==> config.mk <==
export PLATFORM = sky130hd
export DESIGN_NAME = wb_arbiter
export DESIGN_NICKNAME = d
export VERILOG_FILES = /design/src/rtl/wb_arbiter.sv
export SDC_FILE = /design/constraint.sdc
export NUM_CORES = 1
export LEC_CHECK = 0
export ABC_AREA = 1
export CAP_MARGIN = 20
export CELL_PAD_IN_SITES_DETAIL_PLACEMENT = 0
export CELL_PAD_IN_SITES_GLOBAL_PLACEMENT = 1
export CORE_MARGIN = 1.5
export CORE_UTILIZATION = 42
export CTS_BUF_LIST = sky130_fd_sc_hd__clkbuf_4
export CTS_CLUSTER_DIAMETER = 150
export CTS_CLUSTER_SIZE = 25
export DETAILED_ROUTE_END_ITERATION = 12
export PLACE_DENSITY = 0.87
export SLEW_MARGIN = 40
export SYNTH_ARGS = -nofsm -noshare
export SYNTH_HDL_FRONTEND = slang
export SYNTH_SLANG_ARGS = --single-unit
==> constraint.sdc <==
create_clock -name clk -period 4.2 [get_ports clk]
set_input_delay 0.63 -clock clk [delete_from_list [all_inputs] [get_ports clk]]
set_output_delay 0.63 -clock clk [all_outputs]
set_load 0.02 [all_outputs]
==> src/rtl/wb_arbiter.sv <==
// Writeback arbiter: merges single-cycle ALU results and FIFO-buffered load results
// onto the register file's single write port, and tracks outstanding loads per register.
module wb_arbiter #(
    parameter int unsigned XLEN         = 32,
    parameter int unsigned LQ_DEPTH     = 2,
    parameter int unsigned STARVE_LIMIT = 4
) (
    input  logic            clk,
    input  logic            rst_n,
    input  logic            alu_valid,
    output logic            alu_ready,
    input  logic [4:0]      alu_rd,
    input  logic [XLEN-1:0] alu_result,
    input  logic            ld_valid,
    output logic            ld_ready,
    input  logic [4:0]      ld_rd,
    input  logic [XLEN-1:0] ld_data,
    input  logic            issue_valid,
    input  logic [4:0]      issue_rd,
    output logic [31:0]     pending_mask,
    output logic            save_enable,
    output logic [4:0]      save_address,
    output logic [XLEN-1:0] save_value
);

    localparam int unsigned AW = (LQ_DEPTH > 1) ? $clog2(LQ_DEPTH) : 1;
    localparam int unsigned CW = $clog2(LQ_DEPTH + 1);
    localparam int unsigned SW = $clog2(STARVE_LIMIT + 1);
    localparam logic [CW-1:0] C_DEPTH = CW'(LQ_DEPTH);
    localparam logic [SW-1:0] C_LIMIT = SW'(STARVE_LIMIT);

    logic [4:0]      r_lq_rd   [LQ_DEPTH];
    logic [XLEN-1:0] r_lq_data [LQ_DEPTH];
    logic [AW-1:0]   r_wptr;
    logic [AW-1:0]   r_rptr;
    logic [CW-1:0]   r_count;
    logic [SW-1:0]   r_starve;
    logic [31:0]     r_pending;
    logic            r_save_en;
    logic [4:0]      r_save_addr;
    logic [XLEN-1:0] r_save_val;

    logic            w_empty;
    logic            w_force;
    logic            w_push;
    logic            w_pop;
    logic            w_alu_sel;
    logic            w_sel;
    logic [4:0]      w_sel_rd;
    logic [XLEN-1:0] w_sel_val;
    logic [4:0]      w_head_rd;
    logic [XLEN-1:0] w_head_data;
    logic [31:0]     w_set;
    logic [31:0]     w_clr;

    assign w_empty     = (r_count == '0);
    assign ld_ready    = (r_count < C_DEPTH);
    assign w_push      = ld_valid && ld_ready;
    assign w_head_rd   = r_lq_rd[r_rptr];
    assign w_head_data = r_lq_data[r_rptr];
    assign w_force     = (r_starve == C_LIMIT) && !w_empty;
    assign alu_ready   = !w_force;

    // A forced pop overrides the ALU; otherwise the ALU wins and loads fill idle slots.
    always_comb begin
        w_pop     = 1'b0;
        w_alu_sel = 1'b0;
        w_sel_rd  = '0;
        w_sel_val = '0;
        if (w_force) begin
            w_pop     = 1'b1;
            w_sel_rd  = w_head_rd;
            w_sel_val = w_head_data;
        end else if (alu_valid) begin
            w_alu_sel = 1'b1;
            w_sel_rd  = alu_rd;
            w_sel_val = alu_result;
        end else if (!w_empty) begin
            w_pop     = 1'b1;
            w_sel_rd  = w_head_rd;
            w_sel_val = w_head_data;
        end
    end

    assign w_sel = w_pop || w_alu_sel;
    assign w_set = (issue_valid && (issue_rd != 5'd0)) ? (32'd1 << issue_rd) : '0;
    assign w_clr = w_pop ? (32'd1 << w_head_rd) : '0;

    always_ff @(posedge clk) begin
        if (w_push) begin
            r_lq_rd[r_wptr]   <= ld_rd;
            r_lq_data[r_wptr] <= ld_data;
        end
    end

    always_ff @(posedge clk or negedge rst_n) begin
        if (!rst_n) begin
            r_wptr  <= '0;
            r_rptr  <= '0;
            r_count <= '0;
        end else begin
            if (w_push) r_wptr <= r_wptr + AW'(1);
            if (w_pop)  r_rptr <= r_rptr + AW'(1);
            case ({w_push, w_pop})
                2'b10:   r_count <= r_count + CW'(1);
                2'b01:   r_count <= r_count - CW'(1);
                default: r_count <= r_count;
            endcase
        end
    end

    always_ff @(posedge clk or negedge rst_n) begin
        if (!rst_n) begin
            r_starve <= '0;
        end else if (w_empty || w_pop) begin
            r_starve <= '0;
        end else if (w_alu_sel && (r_starve != C_LIMIT)) begin
            r_starve <= r_starve + SW'(1);
        end
    end

    // Set is applied after clear so a same-cycle reissue keeps the bit.
    always_ff @(posedge clk or negedge rst_n) begin
        if (!rst_n) r_pending <= '0;
        else        r_pending <= (r_pending & ~w_clr) | w_set;
    end

    always_ff @(posedge clk or negedge rst_n) begin
        if (!rst_n) begin
            r_save_en   <= 1'b0;
            r_save_addr <= '0;
            r_save_val  <= '0;
        end else begin
            r_save_en <= w_sel && (w_sel_rd != 5'd0);
            if (w_sel) begin
                r_save_addr <= w_sel_rd;
                r_save_val  <= w_sel_val;
            end
        end
    end

    assign pending_mask = r_pending;
    assign save_enable  = r_save_en;
    assign save_address = r_save_addr;
    assign save_value   = r_save_val;

endmodule

=== Yosys cells after proc, flatten, opt, wreduce, memory -nomap -nowiden ===
Memory sizes are Yosys's and may differ from the RTL's.
Cells that the tools add are included.

* Bits in registers: 77
* Latch bits: 0
* RAM bits: 74
* Bits in read-only memories: 0
* Output and inout port bits: 72
* Memories kept: 2

* Add/sub/neg operators: 5
* $mul: 0
* Divide/modulo/power cells: 0
* Magnitude comparators: 1
* Equality and inequality tests: 4
* Shift operators: 2
* Mux-type cells: 18
* Bitwise logic cells: 3
* Reduce and logical (&&, ||, !) cells: 14

{| class="wikitable"
|+ Memories
! name !! words !! bits a word !! read ports !! clocked after Yosys merged registers in !! wr ports !! RTL line !! text
|-
| r_lq_data || 2 || 32 || 1 || 0 || 1 || 33 || <nowiki>logic [XLEN-1:0] r_lq_data [LQ_DEPTH];</nowiki>
|-
| r_lq_rd || 2 || 5 || 1 || 0 || 1 || 32 || <nowiki>logic [4:0] r_lq_rd [LQ_DEPTH];</nowiki>
|}

{| class="wikitable"
|+ Operators by type and width
! operator !! count
|-
| $mux W32 || 5
|-
| $shl A1 B5 Y32 const A || 2
|-
| $and A32 B32 Y32 || 1
|-
| $not A32 Y32 || 1
|-
| $or A32 B32 Y32 || 1
|-
| $mux W5 || 3
|-
| $reduce_bool A5 Y1 || 2
|-
| $mux W1 || 7
|-
| $mux W3 || 2
|-
| $logic_and A1 B1 Y1 || 5
|-
| $pmux W2 S2 || 1
|-
| $reduce_bool A2 Y1 || 2
|-
| $add A3 B1 Y3 const B || 1
|-
| $eq A3 B3 Y1 const B || 1
|-
| $ne A3 B3 Y1 const B || 1
|-
| $add A1 B1 Y1 const B || 2
|-
| $add A2 B1 Y2 const B || 1
|-
| $eq A2 B1 Y1 const B || 1
|-
| $eq A2 B2 Y1 const B || 1
|-
| $logic_not A1 Y1 || 2
|-
| $logic_not A2 Y1 || 1
|-
| $logic_or A1 B1 Y1 || 2
|-
| $lt A2 B2 Y1 const B || 1
|-
| $sub A2 B1 Y2 const B || 1
|}

=== Longest topological paths before layout ===
* Depth after elaboration: 8
* Depth in mapped cells: 10
* Mapped depth without buffers: 9

=== Worst setup path before layout ===
No wires, ideal clock.

* Kind: input-to-reg
* Start point: in ld_valid
* End point: mem r_lq_data[0][0] (enable)
* Setup time: 0.431 ns
* Arrival: 2.310 ns
* Data required time: 3.769 ns
* Setup slack: 1.459 ns
* Stages: 2
* Buffers on the path: 0
* Path through: nand2_1 nor2_1

* Cells in the longest elaborated chain, start to end: 3

{| class="wikitable"
|+ RTL lines
! element !! RTL line !! text
|-
| start, declared || 14 || <nowiki>input logic ld_valid,</nowiki>
|-
| $logic_and A1 B1 Y1 || 58 || <nowiki>assign w_push = ld_valid && ld_ready;</nowiki>
|-
| $mux W1 || 90 || <nowiki>if (w_push) begin</nowiki>
|-
| $mux W1 (not written as such) || 92 || <nowiki>r_lq_data[r_wptr] <= ld_data;</nowiki>
|-
| end, declared || 33 ||
|}

No other way between the ends.

=== Worst setup path in the final report ===
* Start point: reg r_starve[0]
* End point: out alu_ready

* Cells in the longest elaborated chain, start to end: 3

{| class="wikitable"
|+ RTL lines
! element !! RTL line !! text
|-
| start, declared || 37 || <nowiki>logic [SW-1:0] r_starve;</nowiki>
|-
| start signal, assigned || 118 || <nowiki>r_starve <= r_starve + SW'(1);</nowiki>
|-
| $eq A3 B3 Y1 || 61 || <nowiki>assign w_force = (r_starve == C_LIMIT) && !w_empty;</nowiki>
|-
| $logic_and A1 B1 Y1 || 61 ||
|-
| $logic_not A1 Y1 || 62 || <nowiki>assign alu_ready = !w_force;</nowiki>
|-
| end, declared || 11 || <nowiki>output logic alu_ready,</nowiki>
|}

No other way between the ends.

==> results.cfg <==
[detailed_routing]
drt_wl_total_um = 15800
dr.first_iter.drc_count = 419
first_pass_iters = 5
vias = 5077
drc = 0
ant_nets = 0
wl_per_cell_um = 15.6
vias_per_cell = 5.03

[timing]
slew-limit-headroom_pct = 51.3
setup_viol = 0
tightest_slew_ns = 0.731
hold_viol_final = 0
worst_slack_ns = 1.40
rsz0062_at_grt = no
fin_crit_ns = 2.80
fmax_mhz = 357
maxSlewViolCount = 0
finalCritPeriodShare_pct = 66.7
finalClockSkew_ns = 0.0159
final.setup.tns_ns = 0

[clock_network]
clk_path_buf_depth = 2
postCtsResizedCells = 0
cts_sinks = 151
cts_setup_buffers = 0
cts_made_buffers = 17
cts_htree_levels = 4
clk_pin_slew_ns = 0.13
cts_root_buf = clkbuf_4
cts_hold_buf = 0
worstSkewPairLatency_ns = 0.55
cts_tree = built

[grt]
grt_start_max_net_pins = 78
grt_pass1_wl_um = 25400
grt_usage_pct = 20.6
grt_pass1_vias = 5099
antenna_found_initial = 1
grt_overflow = 0

[finish]
layout.nets = 895
drive_gt1_share_pct = 8.04
fillers = 1292
area_growth_pct = 32.5
final_cell_count_no_fill = 1010
post-route-util_pct = 56.4

[pwr]
p_leak_nw = 3.64
powerDensity_nw_per_um2 = 650
ir_drop_mv = 0.285
finalPower_w = 0.00553

[placed_design]
port_buffers = 155
dpl.hpwl_um = 10800
gp_congestion = 0.805
dp_cells = 977
pre_cts_ws_ns = 1.63

[synth]
yosys_register_bits = 151
yosysWarnings = 0
synth.top_cell.area_share_pct = 34.6
synthTopCellsByArea = edfxtp_1 (35%), dfrtp_1 (30%), nand2_1 (16%), nand3_1 (10%), buf_2 (1.3%)
ys_seq_area_share_pct = 64.6
synth_top_area_cell = edfxtp_1
netlist_area_um2 = 6420
syn_avg_cell_area_um2 = 9.81
synth.distinct_cells = 25
netlist_instances = 655
synth_nets = 742

[setup_path]
cp_cell_sequence = inv_1 -> ha_1 -> nand2_1 -> inv_1 -> nand2_1 -> clkdlybuf4s50_1
endpoint_kind = output port
crit_slowest_cell = clkdlybuf4s50_1
criticalPathCategory = reg -> out
required_ns = 3.57
max_stage_delay_ns = 0.64
cp-start-kind = register
crit_path_max_fanout = 3
arrival_ns = 2.17

[die]
die_w_um = 127
io_pins = 156
placementRows = 45
dieHeight_um = 127
start_util_pct = 42.6
dieArea_um2 = 16000
core_area_um2 = 15100

[worst_hold_path]
hp-class = in -> async

[outcome]
status = complete, no violations

[job]
drv_cap = 0
[state kept, by name, indices dropped and copies added, names as in the netlist, 2 cells and up]
signal and cells:
save_address 5, r_lq_data 64, r_lq_rd 10, r_count 2
pending_mask 32, r_starve 3, save_value 32
[layout by cell type, fill, tap and decap left out, drive strengths merged, types with 2 or more instances in the layout]
| cell | n |
|---|---|
| dfrtp | 77 |
| a21oi | 2 |
| nand2 | 276 |
| clkbuf | 19 |
| xnor2 | 2 |
| clkinvlp | 3 |
| inv | 25 |
| nor3 | 6 |
| xor2 | 3 |
| clkdlybuf4s50 | 153 |
| ha | 3 |
| clkinv | 5 |
| edfxtp | 74 |
| nand3 | 131 |
| o21ai | 2 |
| buf | 12 |
| bufinv | 3 |
| nor2 | 23 |
[per-layer routing]
layer	GRT usage [%]	vias up	wire length, µm
li1	-	2463	-
met1	25.6	2417	6600
met2	34.5	167	7680
met3	4.85	30	1020
met4	9.36	0	458
met5	0	-	0
[report_power, final]
part           switching [W]  leakage, nW  internal [W]
registers           0.000228         1.61       0.00202
logic                0.00140         1.88      0.000950
clock network       0.000509        0.154      0.000424
total                0.00213         3.64       0.00340
[area by class of cell]
class | instances | area (µm²) | area share [%]
diodes | 1 | 2.50 | 0.0294
repair buffers | 165 | 1700 | 20.0
multi-input cells | 450 | 2040 | 23.9
inverters | 23 | 86.3 | 1.01
flip-flops and latches | 151 | 4150 | 48.7
clock inverters | 13 | 156 | 1.84
clock buffers | 19 | 143 | 1.68
well taps | 188 | 235 | 2.76
[cell usage after synthesis]
master / instances
nand2_4: 2
a31oi_1: 1
nor3b_1: 1
o21ai_0: 2
nand2_1: 270
nor2_2: 5
ha_1: 3
xnor2_1: 2
clkbuf_1: 7
xor2_1: 3
a21oi_1: 1
nor3_1: 6
a21oi_2: 1
nand2_2: 4
edfxtp_1: 74
buf_4: 4
nor2_8: 2
buf_2: 17
inv_2: 5
buf_6: 3
inv_1: 18
nand3_1: 131
nor2_4: 2
dfrtp_1: 77
nor2_1: 14
[cell families (layout without fill, tap and decap cells)]
group / after synthesis / after routing / share of synthesized area [%]
buffers and inverters: 54 / 220 / 4.07
AND/OR/NAND/NOR: 437 / 437 / 29.6
AO/OA/AOI/OAI: 5 / 5 / 0.468
other: 0 / 1 / 0
adder cells (fa/ha/maj): 3 / 3 / 0.585
flip-flops: 151 / 151 / 64.6
XOR/XNOR: 5 / 5 / 0.682
[path summary, 6_finish.rpt]
kind | from | end | slack, ns | cells after the start
setup / recovery | r_starve[0] | alu_ready | 1.40 | 6
hold / removal | rst_n | save_address[4] | 0.11 | 1
setup reg to reg | r_starve[0] | r_count[1] | 2.19 | 9
hold reg to reg | pending_mask[20] | pending_mask[20] | 0.48 | 2
max in group asynchronous | rst_n | save_value[29] | 3.60 | 1
min in group clk | pending_mask[20] | pending_mask[20] | 0.48 | 2
[worst max-delay path, delay by kind of cell, from the launching register on]
kind                     cells  cell delay, ns
buffers and inverters        3            0.75
adder cells (fa/ha/maj)      1            0.18
flip-flops                   1            0.40
AND/OR/NAND/NOR              2            0.30
[through the flow]
stage	area [µm²]	hold WS, ns
2_1_floorplan	6420	0.334
3_3_place_gp	8070	0.452
3_5_place_dp	8210	0.459
4_1_cts	8500	0.106
5_1_grt	8510	0.124
6_report	8510	0.114
(Power assumes the default switching activity.)
